$ cat src/rtl/alu_responder_if.sv
// Request/response bundle between the register controller and the ALU responder.
// The controller drives the request side and consumes the response side.
interface alu_responder_if #(
  parameter int WIDTH = 32
);
  logic             req_valid;
  logic             req_ready;
  logic [2:0]       alu_op_code;
  logic [WIDTH-1:0] data_a;
  logic [WIDTH-1:0] data_b;
  logic             resp_valid;
  logic             resp_ready;
  logic [WIDTH-1:0] result;
  logic             O;
  logic             C;
  logic             Z;
  logic             N;

  modport master (
    output req_valid, alu_op_code, data_a, data_b, resp_ready,
    input  req_ready, resp_valid, result, O, C, Z, N
  );

  modport slave (
    input  req_valid, alu_op_code, data_a, data_b, resp_ready,
    output req_ready, resp_valid, result, O, C, Z, N
  );
endinterface

$ cat src/rtl/alu_responder.sv
// Multi-cycle ALU responder: one request in flight, single-cycle logic/arith ops,
// iterative SHL (one bit per cycle) and shift-add MUL (WIDTH cycles).
module alu_responder #(
  parameter int WIDTH   = 32,
  parameter int SHAMT_W = 5
) (
  input  logic          clk,
  input  logic          rst_n,
  alu_responder_if.slave bus
);

  localparam logic [1:0] IDLE = 2'd0;
  localparam logic [1:0] EXEC = 2'd1;
  localparam logic [1:0] DONE = 2'd2;

  localparam logic [2:0] OP_ADD = 3'b000;
  localparam logic [2:0] OP_SUB = 3'b001;
  localparam logic [2:0] OP_AND = 3'b010;
  localparam logic [2:0] OP_OR  = 3'b011;
  localparam logic [2:0] OP_XOR = 3'b100;
  localparam logic [2:0] OP_SHL = 3'b101;
  localparam logic [2:0] OP_MUL = 3'b110;
  localparam logic [2:0] OP_CMP = 3'b111;

  logic [1:0]         state;
  logic [2:0]         op;
  logic [WIDTH-1:0]   opa;
  logic [WIDTH-1:0]   opb;
  logic [SHAMT_W-1:0] cnt;
  logic [2*WIDTH-1:0] acc;
  logic [2*WIDTH-1:0] mcand;
  logic [WIDTH-1:0]   res_q;
  logic               o_q, c_q, z_q, n_q;

  logic [WIDTH:0]     add_full;
  logic [WIDTH:0]     sub_full;
  logic [2*WIDTH-1:0] mul_next;
  logic [WIDTH-1:0]   fin_res;
  logic               fin_o, fin_c;
  logic [SHAMT_W-1:0] in_shamt;

  assign bus.req_ready  = (state == IDLE);
  assign bus.resp_valid = (state == DONE);
  assign bus.result     = res_q;
  assign bus.O          = o_q;
  assign bus.C          = c_q;
  assign bus.Z          = z_q;
  assign bus.N          = n_q;

  assign in_shamt = bus.data_b[SHAMT_W-1:0];
  assign add_full = {1'b0, opa} + {1'b0, opb};
  assign sub_full = {1'b0, opa} - {1'b0, opb};
  // opb is shifted right during MUL so bit 0 is always the current multiplier bit
  assign mul_next = acc + (opb[0] ? mcand : '0);

  always_comb begin
    fin_res = '0;
    fin_o   = 1'b0;
    fin_c   = 1'b0;
    case (op)
      OP_ADD: begin
        fin_res = add_full[WIDTH-1:0];
        fin_c   = add_full[WIDTH];
        fin_o   = (opa[WIDTH-1] == opb[WIDTH-1]) && (add_full[WIDTH-1] != opa[WIDTH-1]);
      end
      OP_SUB, OP_CMP: begin
        fin_res = sub_full[WIDTH-1:0];
        fin_c   = ~sub_full[WIDTH];
        fin_o   = (opa[WIDTH-1] != opb[WIDTH-1]) && (sub_full[WIDTH-1] != opa[WIDTH-1]);
      end
      OP_AND: fin_res = opa & opb;
      OP_OR:  fin_res = opa | opb;
      OP_XOR: fin_res = opa ^ opb;
      OP_SHL: begin
        if (opb[SHAMT_W-1:0] == '0) begin
          fin_res = opa;
        end else begin
          fin_res = {acc[WIDTH-2:0], 1'b0};
          fin_c   = acc[WIDTH-1];
        end
      end
      OP_MUL: begin
        fin_res = mul_next[WIDTH-1:0];
        fin_c   = |mul_next[2*WIDTH-1:WIDTH];
        fin_o   = |mul_next[2*WIDTH-1:WIDTH];
      end
      default: fin_res = '0;
    endcase
  end

  always_ff @(posedge clk or negedge rst_n) begin
    if (!rst_n) begin
      state <= IDLE;
      op    <= '0;
      opa   <= '0;
      opb   <= '0;
      cnt   <= '0;
      acc   <= '0;
      mcand <= '0;
      res_q <= '0;
      o_q   <= 1'b0;
      c_q   <= 1'b0;
      z_q   <= 1'b0;
      n_q   <= 1'b0;
    end else begin
      case (state)
        IDLE: begin
          if (bus.req_valid) begin
            op    <= bus.alu_op_code;
            opa   <= bus.data_a;
            opb   <= bus.data_b;
            mcand <= {{WIDTH{1'b0}}, bus.data_a};
            acc   <= (bus.alu_op_code == OP_MUL) ? '0 : {{WIDTH{1'b0}}, bus.data_a};
            if (bus.alu_op_code == OP_MUL)
              cnt <= SHAMT_W'(WIDTH - 1);
            else if (bus.alu_op_code == OP_SHL && in_shamt != '0)
              cnt <= in_shamt - SHAMT_W'(1);
            else
              cnt <= '0;
            state <= EXEC;
          end
        end
        EXEC: begin
          if (cnt == '0) begin
            res_q <= fin_res;
            o_q   <= fin_o;
            c_q   <= fin_c;
            z_q   <= (fin_res == '0);
            n_q   <= fin_res[WIDTH-1];
            state <= DONE;
          end else begin
            cnt <= cnt - SHAMT_W'(1);
            if (op == OP_SHL) begin
              acc <= {acc[2*WIDTH-2:0], 1'b0};
            end else if (op == OP_MUL) begin
              acc   <= mul_next;
              mcand <= {mcand[2*WIDTH-2:0], 1'b0};
              opb   <= {1'b0, opb[WIDTH-1:1]};
            end
          end
        end
        DONE: begin
          if (bus.resp_ready) state <= IDLE;
        end
        default: state <= IDLE;
      endcase
    end
  end

endmodule

$ cat src/flat_wrapper.sv
// flat-port wrapper written by rule: the top's interface ports become plain ports
module alu_responder_flat 
#(
  parameter int WIDTH   = 32,
  parameter int SHAMT_W = 5
)
  (clk, rst_n, bus_req_valid, bus_alu_op_code, bus_data_a, bus_data_b, bus_resp_ready, bus_req_ready, bus_resp_valid, bus_result, bus_O, bus_C, bus_Z, bus_N);
  alu_responder_if #(.WIDTH(WIDTH)) bus_i ();
  input  logic clk;
  input  logic rst_n;
  input wire logic [$bits(bus_i.req_valid)-1:0] bus_req_valid;
  input wire logic [$bits(bus_i.alu_op_code)-1:0] bus_alu_op_code;
  input wire logic [$bits(bus_i.data_a)-1:0] bus_data_a;
  input wire logic [$bits(bus_i.data_b)-1:0] bus_data_b;
  input wire logic [$bits(bus_i.resp_ready)-1:0] bus_resp_ready;
  output wire logic [$bits(bus_i.req_ready)-1:0] bus_req_ready;
  output wire logic [$bits(bus_i.resp_valid)-1:0] bus_resp_valid;
  output wire logic [$bits(bus_i.result)-1:0] bus_result;
  output wire logic [$bits(bus_i.O)-1:0] bus_O;
  output wire logic [$bits(bus_i.C)-1:0] bus_C;
  output wire logic [$bits(bus_i.Z)-1:0] bus_Z;
  output wire logic [$bits(bus_i.N)-1:0] bus_N;
  assign bus_i.req_valid = bus_req_valid;
  assign bus_i.alu_op_code = bus_alu_op_code;
  assign bus_i.data_a = bus_data_a;
  assign bus_i.data_b = bus_data_b;
  assign bus_i.resp_ready = bus_resp_ready;
  assign bus_req_ready = bus_i.req_ready;
  assign bus_resp_valid = bus_i.resp_valid;
  assign bus_result = bus_i.result;
  assign bus_O = bus_i.O;
  assign bus_C = bus_i.C;
  assign bus_Z = bus_i.Z;
  assign bus_N = bus_i.N;
  alu_responder #(.WIDTH(WIDTH), .SHAMT_W(SHAMT_W)) u_core (.clk(clk), .rst_n(rst_n), .bus(bus_i));
endmodule
$ cat config.mk
export PLATFORM = sky130hd
export DESIGN_NAME = alu_responder_flat
export DESIGN_NICKNAME = d
export VERILOG_FILES = /design/src/rtl/alu_responder_if.sv /design/src/rtl/alu_responder.sv /design/src/flat_wrapper.sv
export SDC_FILE = /design/constraint.sdc
export NUM_CORES = 1
export LEC_CHECK = 0
export ABC_AREA = 1
export CAP_MARGIN = 20
export CORE_MARGIN = 10
export CORE_UTILIZATION = 40
export DETAILED_ROUTE_END_ITERATION = 12
export SLEW_MARGIN = 20
export SYNTH_ARGS = -nofsm -noshare
export SYNTH_HDL_FRONTEND = slang
export SYNTH_SLANG_ARGS = --single-unit
$ cat constraint.sdc
create_clock -name clk -period 3.55 [get_ports clk]
set_input_delay 1.065 -clock clk [delete_from_list [all_inputs] [get_ports clk]]
set_output_delay 1.065 -clock clk [all_outputs]
set_load 0.03 [all_outputs]
==> results.sh, run 1 <==
export IMPL_crit_arrival_ns=3.89
export IMPL_yosys_area_share_adder=0.0898
export IMPL_wl_per_cell_um=19.9
export IMPL_synth_mux_area_frac=0
export IMPL_reg2reg_slack_ns=0.15
export IMPL_crit_fanout=25
export IMPL_cts_inserted_buffers=30
export IMPL_drt_iter0_markers=2474
export IMPL_synth_simple_gate_area_frac=0.341
export IMPL_cts_buffer_depth=3
export IMPL_cts_hold_buf=0
export IMPL_busiest_layer="met2"
export IMPL_dpl_hpwl_um=76900
export IMPL_die_w_um=261
export IMPL_track_usage=0.274
export IMPL_num_vias=25600
export IMPL_root_buffer="clkbuf_16"
export IMPL_dp_cells=4784
export IMPL_clock_latency_ns=0.62
export IMPL_hold_path_class="input port to asynchronous set/reset pin"
export IMPL_fin_nets=4297
export IMPL_drv_cap=0
export IMPL_status="completed"
export IMPL_synthTopCellsByArea="dfrtp_1 (26%), nand2_1 (20%), inv_1 (11%), ha_1 (8.7%), nor2_1 (5.4%)"
export IMPL_postRouteAntennaNets=0
export IMPL_syn2layout_area_growth_pct=20.5
export IMPL_period_share=0.959
export IMPL_synth_main_ff_cell="dfrtp_1"
export IMPL_synth_area_leader_cell="dfrtp_1"
export IMPL_grt_util_met2=0.423
export IMPL_clock_skew_ns=0.0287
export IMPL_postSynthNetCount=4112
export IMPL_start_kind="register"
export IMPL_r2r_start="u_core.opb[0]"
export IMPL_crit_path_start="u_core.opb[0]"
export IMPL_port_buffers=108
export IMPL_antenna_found_initial=2
export IMPL_yosysSeqAreaShare=0.255
export IMPL_grt_overflow=0
export IMPL_cp_data_required_time_ns=4.04
export IMPL_drive_gt1_frac=0.107
export IMPL_die_y_um=261
export IMPL_synthXorXnorAreaFrac=0.0102
export IMPL_ys_warn_count=0
export IMPL_ys_types=52
export IMPL_grt_pass1_vias=24500
export IMPL_synth_compound_area_frac=0.164
export IMPL_viasPerCell=5.28
export IMPL_period_minus_slack_ns=3.40
export IMPL_met1_usage=0.386
export IMPL_core_rowCount=88
export IMPL_setup_viol=0
export IMPL_initial_core_util=0.404
export IMPL_clkTransAtPathRegs_ns=0.07
export IMPL_synth_top_family_by_area="simple AND/OR/NAND/NOR gates"
export IMPL_drt_first_pass_iters=5
export IMPL_path_class="register to register"
export IMPL_worstReg2RegEnd="u_core.bus.C"
export IMPL_tightest_slew_ns=0.801
export IMPL_synth_top_area_frac=0.255
export IMPL_final_core_util=0.486
export IMPL_clock_sinks=237
export IMPL_htree_levels=1
export IMPL_synth_edff_count=0
export IMPL_reg2regPathDepth=22
export IMPL_fmax_mhz=294
export IMPL_hold_violations=0
export IMPL_syn_inst=3876
export IMPL_synth_seq_cells=237
export IMPL_async_reset_ff_frac=1.00
export IMPL_syn_area_um2=23200
export IMPL_slew_headroom=0.466
export IMPL_num_io_pins=109
export IMPL_die_area_um2=68200
export IMPL_stdcell_count=4852
export IMPL_gp_congestion=1.02
export IMPL_coreArea_um2=57600
export IMPL_grt_max_degree=82
export IMPL_maxSlewViolCount=0
export IMPL_syn_avg_cell_area_um2=6.00
export IMPL_grt_pass1_wl_um=146000
export IMPL_drc=0
export IMPL_use_met3=0.0407
export IMPL_routed_wl_um=96400
export IMPL_critPathCaptureType="register"
export IMPL_tritoncts="built"
[sequential cells by signal (all words and copies together) (netlist names)]
signal             count
u_core.bus.N           1
u_core.bus.Z           1
u_core.acc            64
u_core.bus.C           1
u_core.opa            32
u_core.state           2
u_core.cnt             5
u_core.bus.result     31
u_core.op              3
u_core.opb            32
u_core.bus.O           1
u_core.mcand          64
[cell usage in the layout (no fill, tap or decap), types with 30 or more instances in the layout]
cell type and count:
nor3_1 30, ha_1 133, nand4_1 52, o22ai_1 75
nand3_1 202, clkbuf_16 31, a31oi_1 34, nor2_2 37
buf_4 170, nand2_1 1201, clkdlybuf4s50_1 107, inv_1 685
nor2_1 281, o21ai_0 230, nand2_2 44, dfrtp_1 236
a21oi_1 190, o211ai_1 37
[worst max path at each step]
stage          cells after the start           end  slack [ns]
2_1_floorplan                     27  u_core.bus.C        0.44
3_3_place_gp                      21  u_core.bus.O       -0.11
3_5_place_dp                      24  u_core.bus.C        0.01
4_1_cts                           24  u_core.bus.C        0.01
5_1_grt                           24  u_core.bus.O       -0.02
6_report                          22  u_core.bus.C        0.15
[area by class of cell]
type                    instances  area, um2
clock buffers                  43        820
flip-flops and latches        237       5930
repair buffers                289       2560
inverters                     702       2640
clock inverters                13        115
fillers                      6152      29600
diodes                          2       5.00
well taps                     765        957
multi-input cells            2801      15000
[synth_stat cells (34+ instances only)]
cell,count
dfrtp_1,237
inv_1,691
clkbuf_1,75
a31oi_1,34
nand4_1,52
o21ai_0,230
o22ai_1,75
o211ai_1,37
a21oi_1,200
nor2_1,337
nor3_1,34
ha_1,162
buf_2,40
nand2_1,1251
nand3_1,215
[layer usage]
| layer | share of wire | wire length [um] | vias to the layer above |
|---|---|---|---|
| met1 | 0.46 | 44300 | 11800 |
| li1 | - | - | 12700 |
| met4 | 0.035 | 3380 | 0 |
| met2 | 0.43 | 41500 | 962 |
| met5 | 0 | 0 | - |
| met3 | 0.075 | 7250 | 164 |
[metrics by stage]
| step | setup slack (ns) | area (um2) | setup TNS [ns] | hold slack (ns) |
|---|---|---|---|---|
| after CTS | 0.0130 | 27000 | 0 | 0.484 |
| after detailed placement | 0.0132 | 26100 | 0 | 0.470 |
| after global routing | -0.0211 | 28000 | -0.0358 | 0.493 |
| final | 0.145 | 28000 | 0 | 0.465 |
| after global placement | -0.105 | 26100 | -0.206 | 0.462 |
| after floorplan | 0.438 | 23200 | 0 | 0.453 |
[cell families (layout without fill, tap and decap cells)]
group | Yosys count | after routing
xor+xnor | 27 | 27
compound gates | 664 | 664
other cells | 0 | 2
simple gates | 1945 | 1945
fa+ha+maj | 165 | 165
flops | 237 | 237
buf+inv | 838 | 1047
[critical path: stages (launching register included)]
cell	delay (ns)
dfrtp_4	0.49
buf_12	0.16
buf_12	0.16
nand2_1	0.07
inv_1	0.04
ha_1	0.34
buf_4	0.16
nand2_1	0.09
nor2_2	0.17
buf_4	0.13
nand2_1	0.16
nor3_1	0.22
nand2_1	0.16
nand4_1	0.10
nand2_1	0.10
nor2_1	0.12
nand2_1	0.07
nor2_2	0.15
nand3_2	0.12
nand2_2	0.10
nand2_1	0.06
nand2_1	0.06
nand2_1	0.05
[what timing repair did]
item	4_1_cts	5_1_grt
gates resized for setup	2	212
pin swaps	0	25
endpoints found under the setup margin	2	5
setup buffers	0	8
cloned	0	2
Power of run 1 is left out: the tool's default activity adds up to more than one toggle a clock period on the data nets, which glitch-free logic cannot reach.
==> run 2, diff against run 1 <==
--- a/config.mk
+++ b/config.mk
@@ -6,7 +6,7 @@
 export NUM_CORES = 1
 export LEC_CHECK = 0
 export ABC_AREA = 1
-export CAP_MARGIN = 20
+export CAP_MARGIN = 25
 export CORE_MARGIN = 10
 export CORE_UTILIZATION = 40
 export DETAILED_ROUTE_END_ITERATION = 12
==> results of run 2 <==
No change in the layout: final DEF, timing and power equal those of run 1.
Power of run 2 is left out for the same reason.
